<file path="config.mk">
export PLATFORM = sky130hd
export DESIGN_NAME = float_div_issue_flat
export DESIGN_NICKNAME = d
export VERILOG_FILES = /design/src/rtl/float_div_issue_if.sv /design/src/rtl/float_div_issue.sv /design/src/flat_wrapper.sv
export SDC_FILE = /design/constraint.sdc
export NUM_CORES = 1
export LEC_CHECK = 0
export CORE_ASPECT_RATIO = 0.75
export CORE_UTILIZATION = 45
export CTS_BUF_LIST = sky130_fd_sc_hd__clkbuf_4
export CTS_CLUSTER_DIAMETER = 150
export DETAILED_ROUTE_END_ITERATION = 10
export PLACE_DENSITY = 0.84
export SYNTH_ARGS = -nofsm -noshare
export SYNTH_HDL_FRONTEND = slang
export SYNTH_SLANG_ARGS = --single-unit
</file>
<file path="constraint.sdc">
create_clock -name clk -period 8.35 [get_ports clk]
set_clock_uncertainty 0.15 [all_clocks]
set_input_delay 1.67 -clock clk [delete_from_list [all_inputs] [get_ports clk]]
set_output_delay 1.67 -clock clk [all_outputs]
set_load 0.05 [all_outputs]
</file>
<file path="src/rtl/float_div_issue_if.sv">
// ============================================================================
// Module  : float_div_issue_if
// Brief   : Handshake and divider-facing bundle for the float_div_issue stage.
// Revision: 1.0
// ============================================================================
`default_nettype none

interface float_div_issue_if;
  logic        in_valid;
  logic        in_ready;
  logic [31:0] in_a;
  logic [31:0] in_b;
  logic [31:0] div_a;
  logic [31:0] div_b;
  logic [31:0] div_result;
  logic        out_valid;
  logic        out_ready;
  logic [31:0] out_data;
  logic        out_nan;
  logic        out_inf;
  logic        out_dbz;

  // Issue stage side
  modport slave (
    input  in_valid, in_a, in_b, div_result, out_ready,
    output in_ready, div_a, div_b, out_valid, out_data, out_nan, out_inf, out_dbz
  );

  // Producer / consumer / divider side
  modport master (
    output in_valid, in_a, in_b, div_result, out_ready,
    input  in_ready, div_a, div_b, out_valid, out_data, out_nan, out_inf, out_dbz
  );
endinterface

`default_nettype wire

</file>
<file path="src/rtl/float_div_issue.sv">
// ============================================================================
// Module  : float_div_issue
// Brief   : Issue/capture stage in front of a multicycle combinational divider.
// Revision: 1.0
// ============================================================================
`default_nettype none

module float_div_issue #(
  parameter int unsigned SETTLE_CYCLES = 4
) (
  input  wire logic     clk,
  input  wire logic     rst,
  float_div_issue_if.slave bus
);

  typedef enum logic [1:0] {
    IDLE   = 2'd0,
    SETTLE = 2'd1,
    DONE   = 2'd2
  } state_t;

  localparam logic [7:0]  CNT_INIT = 8'(SETTLE_CYCLES - 1);
  localparam logic [31:0] QNAN     = 32'h7FC0_0000;

  state_t      state_q;
  logic [7:0]  cnt_q;
  logic [31:0] div_a_q;
  logic [31:0] div_b_q;
  logic [31:0] out_data_q;
  logic        out_valid_q;
  logic        out_nan_q;
  logic        out_inf_q;
  logic        out_dbz_q;

  logic        a_zero, a_inf, a_nan;
  logic        b_zero, b_inf, b_nan;
  logic        sgn;
  logic        spc_d;
  logic [31:0] spc_data_d;
  logic        spc_nan_d, spc_inf_d, spc_dbz_d;

  // Denormals classify as zero, so they never reach the divider.
  assign a_zero = (bus.in_a[30:23] == 8'h00);
  assign a_inf  = (bus.in_a[30:23] == 8'hFF) && (bus.in_a[22:0] == 23'd0);
  assign a_nan  = (bus.in_a[30:23] == 8'hFF) && (bus.in_a[22:0] != 23'd0);
  assign b_zero = (bus.in_b[30:23] == 8'h00);
  assign b_inf  = (bus.in_b[30:23] == 8'hFF) && (bus.in_b[22:0] == 23'd0);
  assign b_nan  = (bus.in_b[30:23] == 8'hFF) && (bus.in_b[22:0] != 23'd0);
  assign sgn    = bus.in_a[31] ^ bus.in_b[31];

  always_comb begin
    spc_d      = 1'b1;
    spc_data_d = 32'd0;
    spc_nan_d  = 1'b0;
    spc_inf_d  = 1'b0;
    spc_dbz_d  = 1'b0;
    if (a_nan || b_nan || (a_zero && b_zero) || (a_inf && b_inf)) begin
      spc_data_d = QNAN;
      spc_nan_d  = 1'b1;
    end else if (!a_zero && !a_inf && b_zero) begin
      spc_data_d = {sgn, 8'hFF, 23'd0};
      spc_inf_d  = 1'b1;
      spc_dbz_d  = 1'b1;
    end else if (a_inf) begin
      spc_data_d = {sgn, 8'hFF, 23'd0};
      spc_inf_d  = 1'b1;
    end else if (b_inf || a_zero) begin
      spc_data_d = {sgn, 31'd0};
    end else begin
      spc_d = 1'b0;
    end
  end

  always_ff @(posedge clk or posedge rst) begin
    if (rst) begin
      state_q     <= IDLE;
      cnt_q       <= 8'd0;
      div_a_q     <= 32'd0;
      div_b_q     <= 32'd0;
      out_data_q  <= 32'd0;
      out_valid_q <= 1'b0;
      out_nan_q   <= 1'b0;
      out_inf_q   <= 1'b0;
      out_dbz_q   <= 1'b0;
    end else begin
      case (state_q)
        IDLE: begin
          if (bus.in_valid) begin
            div_a_q <= bus.in_a;
            div_b_q <= bus.in_b;
            if (spc_d) begin
              out_data_q  <= spc_data_d;
              out_nan_q   <= spc_nan_d;
              out_inf_q   <= spc_inf_d;
              out_dbz_q   <= spc_dbz_d;
              out_valid_q <= 1'b1;
              state_q     <= DONE;
            end else begin
              cnt_q   <= CNT_INIT;
              state_q <= SETTLE;
            end
          end
        end
        SETTLE: begin
          // div_a/div_b have been stable SETTLE_CYCLES cycles when cnt reaches 0.
          if (cnt_q == 8'd0) begin
            out_data_q  <= bus.div_result;
            out_nan_q   <= 1'b0;
            out_inf_q   <= 1'b0;
            out_dbz_q   <= 1'b0;
            out_valid_q <= 1'b1;
            state_q     <= DONE;
          end else begin
            cnt_q <= cnt_q - 8'd1;
          end
        end
        DONE: begin
          if (bus.out_ready) begin
            out_valid_q <= 1'b0;
            state_q     <= IDLE;
          end
        end
        default: begin
          out_valid_q <= 1'b0;
          state_q     <= IDLE;
        end
      endcase
    end
  end

  assign bus.in_ready  = (state_q == IDLE);
  assign bus.div_a     = div_a_q;
  assign bus.div_b     = div_b_q;
  assign bus.out_valid = out_valid_q;
  assign bus.out_data  = out_data_q;
  assign bus.out_nan   = out_nan_q;
  assign bus.out_inf   = out_inf_q;
  assign bus.out_dbz   = out_dbz_q;

endmodule

`default_nettype wire

</file>
<file path="src/flat_wrapper.sv">
// flat-port wrapper written by rule: the top's interface ports become plain ports
module float_div_issue_flat 
#(
  parameter int unsigned SETTLE_CYCLES = 4
)
  (clk, rst, bus_in_valid, bus_in_a, bus_in_b, bus_div_result, bus_out_ready, bus_in_ready, bus_div_a, bus_div_b, bus_out_valid, bus_out_data, bus_out_nan, bus_out_inf, bus_out_dbz);
  float_div_issue_if bus_i ();
  input  wire logic clk;
  input  wire logic rst;
  input wire logic [$bits(bus_i.in_valid)-1:0] bus_in_valid;
  input wire logic [$bits(bus_i.in_a)-1:0] bus_in_a;
  input wire logic [$bits(bus_i.in_b)-1:0] bus_in_b;
  input wire logic [$bits(bus_i.div_result)-1:0] bus_div_result;
  input wire logic [$bits(bus_i.out_ready)-1:0] bus_out_ready;
  output wire logic [$bits(bus_i.in_ready)-1:0] bus_in_ready;
  output wire logic [$bits(bus_i.div_a)-1:0] bus_div_a;
  output wire logic [$bits(bus_i.div_b)-1:0] bus_div_b;
  output wire logic [$bits(bus_i.out_valid)-1:0] bus_out_valid;
  output wire logic [$bits(bus_i.out_data)-1:0] bus_out_data;
  output wire logic [$bits(bus_i.out_nan)-1:0] bus_out_nan;
  output wire logic [$bits(bus_i.out_inf)-1:0] bus_out_inf;
  output wire logic [$bits(bus_i.out_dbz)-1:0] bus_out_dbz;
  assign bus_i.in_valid = bus_in_valid;
  assign bus_i.in_a = bus_in_a;
  assign bus_i.in_b = bus_in_b;
  assign bus_i.div_result = bus_div_result;
  assign bus_i.out_ready = bus_out_ready;
  assign bus_in_ready = bus_i.in_ready;
  assign bus_div_a = bus_i.div_a;
  assign bus_div_b = bus_i.div_b;
  assign bus_out_valid = bus_i.out_valid;
  assign bus_out_data = bus_i.out_data;
  assign bus_out_nan = bus_i.out_nan;
  assign bus_out_inf = bus_i.out_inf;
  assign bus_out_dbz = bus_i.out_dbz;
  float_div_issue #(.SETTLE_CYCLES(SETTLE_CYCLES)) u_core (.clk(clk), .rst(rst), .bus(bus_i));
endmodule
</file>
==> results by group <==
Timing
  – Final setup fails: 0
  – Worst Max-Slew Pin Slew: 1.166 ns
  – Unrepaired setup endpoints after global routing: false
  – Worst setup margin: 4.314 ns
  – Slew HR: 0.2228
  – Peak Freq: 247.8 MHz
  – Post-route minimum period: 4.036 ns
  – TNS Setup: 0 ns
  – Final-report hold violation count: 0
  – Fin. max-slew vios: 0
  – Final hold slack: 0.3409 ns
  – Part of the cycle the worst path needs: 0.4833

Synthesis
  – Asr flop ratio synth: 1.000
  – Synthesized instance count: 535
  – Post-synth net total: 637
  – Sequential area share after synthesis: 0.5831
  – Syn Area/Cell: 8.824 um^2
  – Mapped Area: 4721 um^2
  – Number of library cell types mapped by synthesis: 37
  – EDFF count, synth: 0
  – Ys flop type: dfrtp_1
  – Yosys reg bits: 110
  – Synth warn: 0
  – Synth top area share: 0.5831
  – Synth top area cells: dfrtp_1 (58%), nand2_1 (20%), nand3_1 (2.7%)
  – Yosys top cell by area: dfrtp_1

Route
  – Via-per-instance ratio: 5.120
  – Remaining antenna violation count: 0
  – Initial DRC count: 287
  – Drt drc: 0
  – First drt pass iteration count: 6
  – Vias: 4408
  – Routed wire length: 13.55 mm
  – Drt wl/cell: 15.74 um

Clocking
  – Hold buffers post-CTS: 0
  – CTS tree: built
  – Clk_lat worst skew: 0.45 ns
  – Clock root cell: clkbuf_4
  – CTS H-tree depth: 3
  – PostCTS Resize Cnt: 0
  – CTS max path bufs: 2
  – Clock sink count: 110
  – Post-CTS Setup Inserts: 0
  – Cts bufs inserted: 9
  – Clock slew seen by the registers of the worst setup and hold paths: 0.18 ns

Placement
  – Buffers on Ports: 200
  – Dpl ws: 3.911 ns
  – Post-DP HPWL: 10.07 mm
  – Gp weighted congestion: 0.8494

Worst setup path
  – Type of origin of the critical path: register
  – Cell count of the worst reg-to-reg path: 5
  – CP Max Fanout: 5
  – Critical path data arrival time: 2.22 ns
  – CP Class: register to output port
  – Worst path required time: 6.53 ns
  – Worst Setup End Kind: output port

Flow run
  – Max-cap violation count: 0

Finish
  – Syn-to-layout area delta: 46.99%
  – Register Area: 2753 um^2
  – Fillers: 805
  – Layout cells sized above 1: 0.05350
  – Inserted Diodes: 0
  – Nets: 826
  – Finished Core Util: 0.6988
  – Multi-input logic area: 1846 um^2

Global route
  – Grt ovf: 0
  – Largest net degree at the start of global routing: 68
  – Global router's overall resource usage: 0.2588
  – Initial antenna violation count: 0
  – First-pass GRT wire length: 21.99 mm
  – Vias in the first global route: 4377

Floorplanning
  – Total Die Area: 10910 um^2
  – Die width: 120.3 um
  – IO Pins: 201
  – Initial cell density of the core: 0.4754
  – FP Rows: 31
  – Die height: 90.70 um
  – Core footprint: 9930 um^2

Power
  – VDD IR max: 0.2585 mV
  – Pwr/cell area: 424.9 nW/um^2
  – Leakage: 0.003220 uW

Hold path
  – WHS Path Cells: 2
  – Hold/Removal Path Class: register to register

Run status
  – Outcome: finished clean
metal layers:
layer	part of all wire	GRT usage	routed length, um
met4	0.0095	0.04527	129
met2	0.48	0.4310	6571
met1	0.42	0.3237	5692
met5	0	0	0
met3	0.085	0.09848	1156
Yosys cell counts (2+ instances only):
master and count:
nand3_1 25, buf_2 7, nand2_1 253, nor4_1 9, nand4_1 6, dfrtp_1 110, o21ai_1 13, clkbuf_1 16
nor4_2 8, buf_1 3, o22ai_2 2, o211ai_1 2, nor2_1 21, o41ai_1 2, mux2i_1 2, ha_1 2
inv_1 6, nor3_1 5, a21oi_1 24, and2_1 2
registers in the layout, summed over array words and instances (netlist names):
name                  flops
u_core.bus.div_a         32
u_core.bus.out_data      32
u_core.bus.div_b         32
u_core.state_q            2
u_core.bus.out_dbz        1
u_core.bus.out_inf        1
u_core.cnt_q              8
u_core.bus.out_valid      1
u_core.bus.out_nan        1
cells in the final DEF (no fill, tap or decap), types with 2 or more instances in the layout:
| cell type | n |
|---|---|
| a21oi_1 | 24 |
| buf_4 | 4 |
| clkbuf_4 | 9 |
| clkdlybuf4s50_1 | 200 |
| clkinv_1 | 2 |
| clkinv_4 | 5 |
| dfrtp_1 | 110 |
| ha_1 | 2 |
| inv_1 | 5 |
| mux2i_1 | 2 |
| nand2_1 | 252 |
| nand3_1 | 25 |
| nand4_1 | 6 |
| nor2_1 | 20 |
| nor2_2 | 2 |
| nor3_1 | 5 |
| nor4_1 | 9 |
| nor4_2 | 8 |
| o211ai_1 | 2 |
| o21ai_1 | 13 |
| o22ai_2 | 2 |
| o41ai_1 | 2 |
metrics by stage:
step	std cells	area [um^2]	total power, uW
global placement	845	6820	2677
global route	861	6939	3110
detailed placement	845	6820	2723
finish	861	6939	2948
CTS	861	6939	2962
floorplan	535	4721	2085
path summary, 6_finish.rpt:
path                                    startpoint                 endpoint  slack [ns]
max                              u_core.state_q[1]             bus_in_ready        4.31
min                        u_core.bus.out_data[21]  u_core.bus.out_data[21]        0.34
min in group asynchronous                      rst      u_core.bus.div_a[2]        1.43
min reg2reg                u_core.bus.out_data[21]  u_core.bus.out_data[21]        0.34
max reg2reg                      u_core.state_q[1]     u_core.bus.out_valid        5.56
max in group asynchronous                      rst   u_core.bus.out_data[0]        5.35
worst max-delay path, stage by stage (launching register included):
cell and delay (ns):
dfrtp_1 0.47, nor2_1 0.40, clkdlybuf4s50_1 0.90
cell families (layout without fill, tap and decap cells):
family,after synthesis,count (layout),share of synthesized area
multiplexers,2,2,0.004241
XOR/XNOR,1,1,0.001856
flip-flops,110,110,0.5831
adder cells (fa/ha/maj),2,2,0.005300
AND/OR/NAND/NOR,335,335,0.3080
AO/OA/AOI/OAI,53,53,0.07024
buffers and inverters,32,226,0.02730
layout make-up:
cell class                 count  share of cell area
inverter                       6            0.003606
multi-input combinational    393              0.2660
clock buffer                   9            0.009737
timing repair buffer         204              0.2928
clock inverter                 7            0.007393
sequential                   110              0.3967
tap                          132             0.02380
power by group:
group	internal (uW)	switching, uW	total [uW]
clock network	62.2	174	236
registers	767	140	907
logic	557	1250	1810
total	1390	1560	2950
No activity file was read; power rests on OpenSTA's default activity.
